[config.mk]
export PLATFORM = sky130hd
export DESIGN_NAME = regs_wb_sched
export DESIGN_NICKNAME = d
export VERILOG_FILES = /design/src/rtl/regs_pkg.sv /design/src/rtl/rr_arbiter.sv /design/src/rtl/regs_wb_sched.sv
export SDC_FILE = /design/constraint.sdc
export NUM_CORES = 1
export LEC_CHECK = 0
export BUFFER_PORTS_ARGS = -buffer_cell sky130_fd_sc_hd__buf_2
export CORE_ASPECT_RATIO = 0.75
export CORE_MARGIN = 2
export CORE_UTILIZATION = 28
export DETAILED_ROUTE_END_ITERATION = 8
export GPL_ROUTABILITY_DRIVEN = 0
export PLACE_DENSITY_LB_ADDON = 0.15
export SLEW_MARGIN = 10
export SYNTH_ARGS = -nofsm -noshare
export SYNTH_HDL_FRONTEND = slang
export SYNTH_SLANG_ARGS = --single-unit
[constraint.sdc]
create_clock -name clk -period 3.4 [get_ports clk]
set_clock_uncertainty 0.2 [all_clocks]
set_input_delay 0.68 -clock clk [delete_from_list [all_inputs] [get_ports clk]]
set_output_delay 0.68 -clock clk [all_outputs]
set_load 0.01 [all_outputs]
[src/rtl/regs_pkg.sv]
// Shared constants for the integer register file writeback path.
package regs_pkg;

  localparam int NUM_REGS   = 32;
  localparam int REG_ADDR_W = 5;

  localparam int SRC_EXU = 0;
  localparam int SRC_LSU = 1;
  localparam int SRC_CSR = 2;

  // One-hot register select; x0 never appears so it can never be marked busy.
  function automatic logic [NUM_REGS-1:0] reg_onehot(input logic [REG_ADDR_W-1:0] a);
    logic [NUM_REGS-1:0] v;
    v = '0;
    v[a] = 1'b1;
    v[0] = 1'b0;
    return v;
  endfunction

endpackage

[src/rtl/rr_arbiter.sv]
// Round-robin arbiter: grants the first requester at or after the pointer,
// then moves the pointer just past the winner.
module rr_arbiter #(
  parameter int N = 3
) (
  input  logic         clk,
  input  logic         rst,
  input  logic [N-1:0] req,
  output logic [N-1:0] gnt
);

  localparam int PW = (N > 1) ? $clog2(N) : 1;

  logic [PW-1:0] r_ptr;
  logic [PW-1:0] w_next_ptr;
  logic          w_any;

  always_comb begin
    int idx;
    gnt        = '0;
    w_any      = 1'b0;
    w_next_ptr = r_ptr;
    idx        = 0;
    for (int k = 0; k < N; k++) begin
      idx = int'(r_ptr) + k;
      if (idx >= N) idx = idx - N;
      if (!w_any && req[idx]) begin
        gnt[idx]   = 1'b1;
        w_any      = 1'b1;
        w_next_ptr = (idx == N - 1) ? '0 : PW'(idx + 1);
      end
    end
  end

  always_ff @(posedge clk) begin
    if (rst) begin
      r_ptr <= '0;
    end else if (w_any) begin
      r_ptr <= w_next_ptr;
    end
  end

endmodule

[src/rtl/regs_wb_sched.sv]
// Writeback scheduler and busy-register scoreboard driving the register
// file's single write port from several round-robin arbitrated sources.
module regs_wb_sched
  import regs_pkg::*;
#(
  parameter int DATA_LEN = 32,
  parameter int NUM_SRC  = 3
) (
  input  logic                           clk,
  input  logic                           rst,
  input  logic [NUM_SRC-1:0]             wb_valid,
  output logic [NUM_SRC-1:0]             wb_ready,
  input  logic [REG_ADDR_W*NUM_SRC-1:0]  wb_rd,
  input  logic [DATA_LEN*NUM_SRC-1:0]    wb_data,
  input  logic                           claim_valid,
  input  logic [REG_ADDR_W-1:0]          claim_rd,
  input  logic [REG_ADDR_W-1:0]          chk_rs1,
  input  logic [REG_ADDR_W-1:0]          chk_rs2,
  input  logic [REG_ADDR_W-1:0]          chk_rd,
  output logic                           hazard,
  output logic [NUM_REGS-1:0]            busy_vec,
  output logic                           dest_wen,
  output logic [REG_ADDR_W-1:0]          rd,
  output logic [DATA_LEN-1:0]            dest_data,
  output logic                           sb_err
);

  logic [NUM_SRC-1:0]    w_gnt;
  logic                  w_any_gnt;
  logic [REG_ADDR_W-1:0] w_sel_rd;
  logic [DATA_LEN-1:0]   w_sel_data;
  logic                  w_claim_hit;
  logic [NUM_REGS-1:0]   w_set;
  logic [NUM_REGS-1:0]   w_clr;
  logic [NUM_REGS-1:0]   w_busy_nxt;
  logic                  w_claim_err;
  logic                  w_wb_err;

  logic [NUM_REGS-1:0]   r_busy;
  logic                  r_dest_wen;
  logic [REG_ADDR_W-1:0] r_rd;
  logic [DATA_LEN-1:0]   r_dest_data;
  logic                  r_sb_err;

  rr_arbiter #(.N(NUM_SRC)) u_arb (
    .clk (clk),
    .rst (rst),
    .req (wb_valid),
    .gnt (w_gnt)
  );

  assign wb_ready  = w_gnt;
  assign w_any_gnt = |w_gnt;

  always_comb begin
    w_sel_rd   = '0;
    w_sel_data = '0;
    for (int i = 0; i < NUM_SRC; i++) begin
      if (w_gnt[i]) begin
        w_sel_rd   = wb_rd[i*REG_ADDR_W +: REG_ADDR_W];
        w_sel_data = wb_data[i*DATA_LEN +: DATA_LEN];
      end
    end
  end

  assign w_claim_hit = claim_valid && (claim_rd != '0);
  assign w_set       = w_claim_hit ? reg_onehot(claim_rd) : '0;
  assign w_clr       = r_dest_wen ? reg_onehot(r_rd) : '0;
  // Applying the set after the clear lets a same-edge re-claim win.
  assign w_busy_nxt  = (r_busy & ~w_clr) | w_set;

  assign w_claim_err = w_claim_hit && r_busy[claim_rd];
  assign w_wb_err    = w_any_gnt && (w_sel_rd != '0) && !r_busy[w_sel_rd];

  always_ff @(posedge clk) begin
    if (rst) begin
      r_busy      <= '0;
      r_dest_wen  <= 1'b0;
      r_rd        <= '0;
      r_dest_data <= '0;
      r_sb_err    <= 1'b0;
    end else begin
      r_busy     <= w_busy_nxt;
      r_dest_wen <= w_any_gnt && (w_sel_rd != '0);
      if (w_any_gnt) begin
        r_rd        <= w_sel_rd;
        r_dest_data <= w_sel_data;
      end
      if (w_claim_err || w_wb_err) r_sb_err <= 1'b1;
    end
  end

  assign hazard    = r_busy[chk_rs1] | r_busy[chk_rs2] | r_busy[chk_rd];
  assign busy_vec  = r_busy;
  assign dest_wen  = r_dest_wen;
  assign rd        = r_rd;
  assign dest_data = r_dest_data;
  assign sb_err    = r_sb_err;

endmodule

== Word-level counts from Yosys, hierarchy flattened ==
Cells that the tools add are included.

* Add/sub/neg operators: 8
* Order comparisons: 17
* Eq/ne operators: 3
* Muxes and demuxes: 52
* Bitwise logic cells: 7
* Reductions and logical operators: 20

{| class="wikitable"
|+ Operator list
! operator !! number
|-
| $mux 32 || 8
|-
| $eq 32x3->1 const B || 3
|-
| $ge 32x1->1 const B || 3
|-
| $lt 32x4->1 const B || 3
|-
| $ge 32x3->1 const B || 2
|-
| $sub 32x3->32 const B || 2
|-
| $lt 5x6->1 const B || 6
|-
| $and 32x32->32 || 1
|-
| $not 32->32 || 1
|-
| $or 32x32->32 || 1
|-
| $bmux 1 s5 || 5
|-
| $mux 1 || 19
|-
| $mux 5 || 3
|-
| $mux 2 || 6
|-
| $logic_and 1x1->1 || 11
|-
| $demux 1 s5 || 2
|-
| $ge 5x1->1 const B || 2
|-
| $reduce_bool 5->1 || 2
|-
| $mux 3 || 3
|-
| $add 2x2->2 const B || 3
|-
| $bmux 1 s2 || 3
|-
| $demux 1 s2 || 3
|-
| $or 3x3->3 || 2
|-
| $add 2x1->3 const B || 1
|-
| other kinds (9) || 12
|}

* Register bits: 73
* Input bits: 137
* Output and inout port bits: 75

== Depth between registers and ports, before layout ==
Gate-level depths: netlist of run 1.

* Word-level depth: 20
* Gate-level depth with buffers: 14
* Depth with buffers taken out: 12

== Hierarchy ==
Synthesis of run 1 repeated with hierarchy kept, for this count alone.

* Cell total of the unflattened synthesis: 566
* Area total of the unflattened synthesis: 4914.7 um2

{| class="wikitable"
|+ Modules (own cells, without submodules)
! module !! instances !! cells each !! area each (um2)
|-
| regs_wb_sched || 1 || 519 || 4548.1
|-
| rr_arbiter || 1 || 47 || 366.6
|}

== Worst setup path before layout of run 1 ==
Ideal clock, no wire load.

* Path kind: register to output
* From: reg u_arb.r_ptr[0]
* To: out wb_ready[2]
* Arrival time: 2.423 ns
* Data required time: 2.520 ns
* Setup slack: 0.097 ns
* Cell stages (with the launch flop): 11
* Buffers on the path: 3
* Path through: dfxtp_1 > inv_1 > ha_1 > mux2i_1 > or3b_1 > a31oi_1 > nor2_2 > inv_2 > buf_2 > buf_2 > buf_1

* Word-level cells in the longest chain between the ends: 12
* Elaborated cells on any way between the ends: 46
* Those cells by class: 5 x add/sub; 9 x order compare; 23 x mux; 2 x bitwise; 7 x reduce/logical

{| class="wikitable"
|+ Ends and longest elaborated chain
! what !! line !! source
|-
| from (decl) || rr_arbiter.sv:14 || <nowiki>logic [PW-1:0] r_ptr;</nowiki>
|-
| from (signal assigned) || rr_arbiter.sv:39 || <nowiki>r_ptr <= w_next_ptr;</nowiki>
|-
| parallel branches: the longest is 11 deep, another holds $sub 32x3->32 || -- ||
|-
| $mux 3 (*) || rr_arbiter.sv:27 || <nowiki>if (!w_any && req[idx]) begin</nowiki>
|-
| to (decl) || regs_wb_sched.sv:12 || <nowiki>output logic [NUM_SRC-1:0] wb_ready,</nowiki>
|}

Every way passes the cells marked *. The select of a mux whose other input is x is not followed.

== Final worst setup path of run 1 ==
* From: reg u_arb.r_ptr[1]
* To: out wb_ready[0]

The elaborated chain is that of the path after synthesis.

==> results of run 1 <==
-- cell usage in the layout (no fill, tap or decap), types with 8 or more instances in the layout --
| master | Yosys | final |
|---|---|---|
| dfxtp_1 | 72 | 70 |
| buf_2 | 5 | 210 |
| inv_1 | 11 | 10 |
| clkbuf_16 | 0 | 9 |
| nand2_1 | 88 | 87 |
| o21ai_0 | 39 | 39 |
| buf_4 | 1 | 37 |
| nand3b_1 | 38 | 38 |
| a221oi_1 | 33 | 33 |
| mux2_2 | 9 | 10 |
| a21oi_1 | 76 | 76 |
| mux4_2 | 34 | 34 |
| o211ai_1 | 8 | 8 |
| nor2_1 | 50 | 49 |
-- cell families after synthesis --
logic type	after synthesis
flops	72
other cells	1
buf+inv	61
compound gates	204
fa+ha+maj	4
simple gates	218
mux	52
-- per-stage QoR --
stage          util, %  setup WS [ns]  cells
6_report          40.4         0.0766   1077
2_1_floorplan        -         0.0967    612
5_1_grt           40.4        -0.0409   1077
4_1_cts           39.9        0.00590   1076
3_5_place_dp      37.3        -0.0758   1057
3_3_place_gp      37.3        -0.0162   1057
-- per-layer routing --
layer	GRT usage [%]	wire, um	part of all wire [%]	up-vias
met3	5.54	2040	9.5	28
li1	-	-	-	2758
met2	34.0	9620	45	311
met4	5.63	320	1.5	0
met5	0	0	0	-
met1	30.4	9550	44	2965
-- sequential cells by signal (all words and copies together) (netlist names) --
register,count
sb_err,1
rd,5
u_arb.r_ptr,2
dest_data,32
dest_wen,1
busy_vec,31
-- layout make-up --
type / count / area share, %
multi-input combinational: 479 / 49.4
timing repair buffer: 255 / 21.0
sequential: 72 / 20.1
tap: 242 / 4.21
clock buffer: 10 / 3.32
clock inverter: 6 / 1.29
inverter: 13 / 0.713
-- final timing paths --
path / to / cells after the start / from
setup / recovery: wb_ready[0] / 9 / u_arb.r_ptr[1]$_SDFFE_PP0P_
hold / removal: rd[1]$_SDFFE_PP0P_ / 2 / rd[1]$_SDFFE_PP0P_
setup reg to reg: sb_err$_SDFFE_PP0P_ / 12 / u_arb.r_ptr[1]$_SDFFE_PP0P_
hold reg to reg: rd[1]$_SDFFE_PP0P_ / 2 / rd[1]$_SDFFE_PP0P_
-- power by group through the flow --
stage                     registers (W)  logic, W  clock network [W]
after global routing            0.00118   0.00320            0.00111
after floorplan                 0.00119   0.00170                  0
after global placement          0.00118   0.00263                  0
after CTS                       0.00116   0.00284            0.00108
after detailed placement        0.00118   0.00264                  0
final                           0.00117   0.00295            0.00105
-- worst max-delay path, delay by kind of cell, from the launching register on --
family / cells / cell delay (ns)
flip-flops: 1 / 0.36
adder cells (fa/ha/maj): 1 / 0.32
AND/OR/NAND/NOR: 1 / 0.05
buffers and inverters: 4 / 0.59
multiplexers: 1 / 0.32
AO/OA/AOI/OAI: 2 / 0.46
-- what timing repair did --
| item | in CTS | in global routing |
|---|---|---|
| cloned | 2 | 0 |
| pin swaps | 1 | 2 |
| buffers inserted | 1 | 1 |
| gates resized for setup | 15 | 16 |
| endpoints found under the setup margin | 4 | 4 |
==> results.json, run 1 <==
{
  "antenna_found_initial": 0,
  "synth-seq-area-share_pct": 28.1,
  "io_pins": 212,
  "p_clk_share_pct": 20.3,
  "cts_buffers": 9,
  "wl_um": 21500,
  "cp_max_fo": 37,
  "reg2reg_slack_ns": 0.09,
  "worst_slew_pin_slew_ns": 0.778,
  "start_util_pct": 28.8,
  "num_rows": 42,
  "synth.area.top_cells": "dfxtp_1 28%, mux4_2 15%, a21oi_1 7.4%",
  "cts_root_buf": "clkbuf_16",
  "rsz0062_at_grt": "yes",
  "grt_pass1_wl_um": 32900,
  "pwr-share-seq_pct": 22.6,
  "grt_max_degree": 38,
  "fin_hold_ws_ns": 0.377,
  "clock_latency_ns": 0.34,
  "antenna_cells": 0,
  "drv_cap": 0,
  "finalCritPeriodShare_pct": 97.7,
  "yosys_warnings": 0,
  "power_leakage_nw": 2.93,
  "finalMaxSlewViolations": 0,
  "grt.overflow.total": 0,
  "drtIter0Drc": 616,
  "num_vias": 6062,
  "p_int_w": 0.00302,
  "endpoint_kind": "primary output",
  "max_stage_delay_ns": 0.36,
  "synth_compound_area_share_pct": 26.2,
  "drc": 0,
  "synthAdderAreaFrac_pct": 0.975,
  "synth_flop_cell": "dfxtp_1",
  "hp-class": "flip-flop to flip-flop",
  "placed_cell_area_mm2": 0.00665,
  "die_y_um": 121,
  "path_clk_slew_ns": 0.06,
  "yosysTopAreaCell": "dfxtp_1",
  "muxShareOfSynthArea_pct": 18.8,
  "yosysUniqueCellTypes": 61,
  "synthArstFlopShare_pct": 0,
  "syn-cell-area_mm2": 0.00513,
  "final.fill_count": 1780,
  "track_usage_pct": 21.9,
  "arrival_ns": 2.44,
  "seqCellArea_mm2": 0.00144,
  "clockBufferDepth": 2,
  "synth_top_family_by_area": "compound AO/OA/AOI/OAI gates",
  "crit_type": "flip-flop to primary output",
  "crit_path_start_kind": "flip-flop",
  "fp.coreArea_mm2": 0.0178,
  "critical_path_required_ns": 2.52,
  "synth_top_cells_by_count": "88 x nand2_1, 76 x a21oi_1, 72 x dfxtp_1",
  "synth-seq-cells": 72,
  "wl_per_cell_um": 20.0,
  "cts_tree": "built",
  "via_per_inst": 5.63,
  "nNetsFinal": 971,
  "area_growth_pct": 40.2,
  "synth-edff-count": 0,
  "multiInputGateArea_mm2": 0.00355,
  "grt_pass1_vias": 5837,
  "drt_first_pass_iters": 7,
  "max_freq_mhz": 301,
  "synth_cells": 612,
  "synth_most_common_cell": "nand2_1",
  "setup_viol": 0,
  "fin_crit_ns": 3.32,
  "syn_nets": 753,
  "cts.sinks": 72,
  "hold_viol_final": 0,
  "htreeDepth": 3,
  "p_comb_share_pct": 57.0,
  "synthSimpleGateAreaFrac_pct": 21.0,
  "final.setup.tns_ns": 0,
  "swShare_pct": 41.5,
  "ctsHoldBuffers": 0,
  "final_layout_size_suffix_gt1_share_pct": 41.4,
  "die_w_um": 160,
  "avgSynthCellArea_um2": 8.38,
  "power_switching_w": 0.00214,
  "slew_headroom_pct": 47.9,
  "design_area_mm2": 0.00719,
  "port_buffers": 210,
  "die-area_mm2": 0.0194,
  "status": "finished, final reports clean",
  "vdd_drop_max_mv": 0.321,
  "power_density_mw_per_mm2": 718,
  "fin_total_pwr_w": 0.00517,
  "synthXorXnorAreaFrac_pct": 0,
  "yosysTopAreaCellShare_pct": 28.1,
  "ant_nets": 0,
  "crit_path_cell_trace": "inv_1 -> ha_2 -> mux2i_1 -> o21ai_2 -> a311oi_4 -> buf_4 -> nor2_2 -> buf_12 -> buf_2",
  "critical-path-slowest-cell": "dfxtp_2",
  "dpl.hpwl_um": 16000
}
Note: power is estimated with default switching activity, not from simulation.
==> run 2, diff against run 1 <==
Settings changed: BUFFER_PORTS_ARGS -buffer_cell sky130_fd_sc_hd__buf_2 to -buffer_cell sky130_fd_sc_hd__buf_4.
==> results.json, run 2 (same netlist as run 1, synthesis figures left out) <==
{
  "grt_pass1_vias": 5889,
  "clock_latency_ns": 0.33,
  "num_vias": 6032,
  "hold_viol_final": 0,
  "fin_total_pwr_w": 0.00523,
  "grt_pass1_wl_um": 33100,
  "wl_per_cell_um": 20.0,
  "wl_um": 21600,
  "drc": 0,
  "track_usage_pct": 21.9,
  "fp.coreArea_mm2": 0.0178,
  "cts_root_buf": "clkbuf_16",
  "dpl.hpwl_um": 16400,
  "design_area_mm2": 0.00769,
  "drtIter0Drc": 554,
  "endpoint_kind": "flip-flop",
  "port_buffers": 210,
  "final.fill_count": 1765,
  "power_density_mw_per_mm2": 681,
  "largest_register_ffs": 32,
  "die-area_mm2": 0.0194,
  "p_clk_share_pct": 19.6,
  "ant_nets": 0,
  "p_int_w": 0.00310,
  "fin_crit_ns": 3.35,
  "crit_type": "flip-flop to flip-flop",
  "cts_tree": "built",
  "worst_slew_pin_slew_ns": 0.735,
  "wl_met3_um": 1950,
  "final_cell_mix": "252 x buf_4, 88 x nand2_1, 76 x a21oi_1",
  "rsz0062_at_grt": "yes",
  "power_leakage_nw": 3.05,
  "cp_max_fo": 4,
  "grt.overflow.total": 0,
  "drv_cap": 0,
  "grt_max_degree": 65,
  "antenna_found_initial": 0,
  "area_growth_pct": 49.9,
  "final_common_cell": "buf_4",
  "clockBufferDepth": 2,
  "die_y_um": 121,
  "hp-class": "primary input to flip-flop",
  "critical_path_required_ns": 3.46,
  "start_util_pct": 28.8,
  "finalMaxSlewViolations": 0,
  "max_freq_mhz": 298,
  "finalNonFillerCells": 1080,
  "setup_ws_ns": 0.0497,
  "htreeDepth": 3,
  "die_w_um": 160,
  "num_rows": 42,
  "status": "finished, final reports clean",
  "place_inst": 1058,
  "arrival_ns": 3.41,
  "drt-met1-wl_um": 9370,
  "io_pins": 212,
  "final.setup.tns_ns": 0,
  "path_clk_slew_ns": 0.06,
  "antenna_cells": 0,
  "swShare_pct": 40.9,
  "routed.top_layer": "met4",
  "pwr-share-seq_pct": 22.5,
  "crit_path_start_kind": "flip-flop",
  "setup_viol": 0,
  "nNetsFinal": 974,
  "met2_wirelength_um": 9970,
  "finalCritPeriodShare_pct": 98.5,
  "drt_first_pass_iters": 5,
  "dp_slack_ns": -0.0711,
  "cts.sinks": 72,
  "slew_headroom_pct": 50.8,
  "p_comb_share_pct": 57.9,
  "placed_cell_area_mm2": 0.00716,
  "via_per_inst": 5.59,
  "power_switching_w": 0.00214,
  "cts_buffers": 9,
  "vdd_drop_max_mv": 0.293,
  "final_layout_size_suffix_gt1_share_pct": 41.9
}
[run 2: path summary, 6_finish.rpt]
kind                                     from                         end  slack, ns  cells past startpoint
setup / recovery  u_arb.r_ptr[0]$_SDFFE_PP0P_         sb_err$_SDFFE_PP0P_       0.05                     13
hold / removal                    wb_data[17]  dest_data[17]$_SDFFE_PP0P_       0.39                      3
setup reg to reg  u_arb.r_ptr[0]$_SDFFE_PP0P_         sb_err$_SDFFE_PP0P_       0.05                     13
hold reg to reg            rd[1]$_SDFFE_PP0P_          rd[1]$_SDFFE_PP0P_       0.39                      2
[run 2: layer usage]
layer / up-vias / GRT usage, %
met4: 0 / 5.07
met2: 307 / 34.5
li1: 2762 / -
met3: 25 / 5.06
met1: 2938 / 30.4
met5: - / 0
[run 2: metrics by stage]
step	hold slack, ns	util (%)
after floorplan	0.344	-
after global placement	0.386	40.2
after detailed placement	0.385	40.2
after CTS	0.373	42.4
after global routing	0.381	43.2
final	0.390	43.2
[run 2: power by group through the flow]
stage               Clock, W  Sequential (W)  Combinational, W
floorplan                  0         0.00119           0.00170
global placement           0         0.00117           0.00271
detailed placement         0         0.00118           0.00273
CTS                  0.00105         0.00117           0.00282
global route         0.00109         0.00119           0.00329
finish               0.00103         0.00118           0.00303
[run 2: critical path, cell delays in order (launching register included)]
cell and delay (ns):
dfxtp_4 0.36, inv_2 0.09, ha_2 0.19, mux2_1 0.32
mux2_4 0.29, a311oi_4 0.29, buf_4 0.18, nor3b_4 0.05
o31ai_4 0.38, buf_6 0.17, mux2_2 0.33, o2111ai_2 0.21
nand4_1 0.12, o211ai_1 0.10
[run 2: cell type report]
type | instances | area, um2 | area share, %
Clock inverter | 5 | 80.1 | 1.04
Multi-Input combinational cell | 479 | 3570 | 46.5
Sequential cell | 72 | 1450 | 18.8
Inverter | 13 | 51.3 | 0.667
Tap cell | 242 | 303 | 3.94
Timing Repair Buffer | 258 | 1990 | 25.9
Clock buffer | 11 | 243 | 3.16
[run 2: repair_timing]
action                     CTS  global route
setup endpoints to repair    7             3
hold buffers                 0             0
setup buffers                1             6
pin swaps                    2             9
resized for setup           14            25
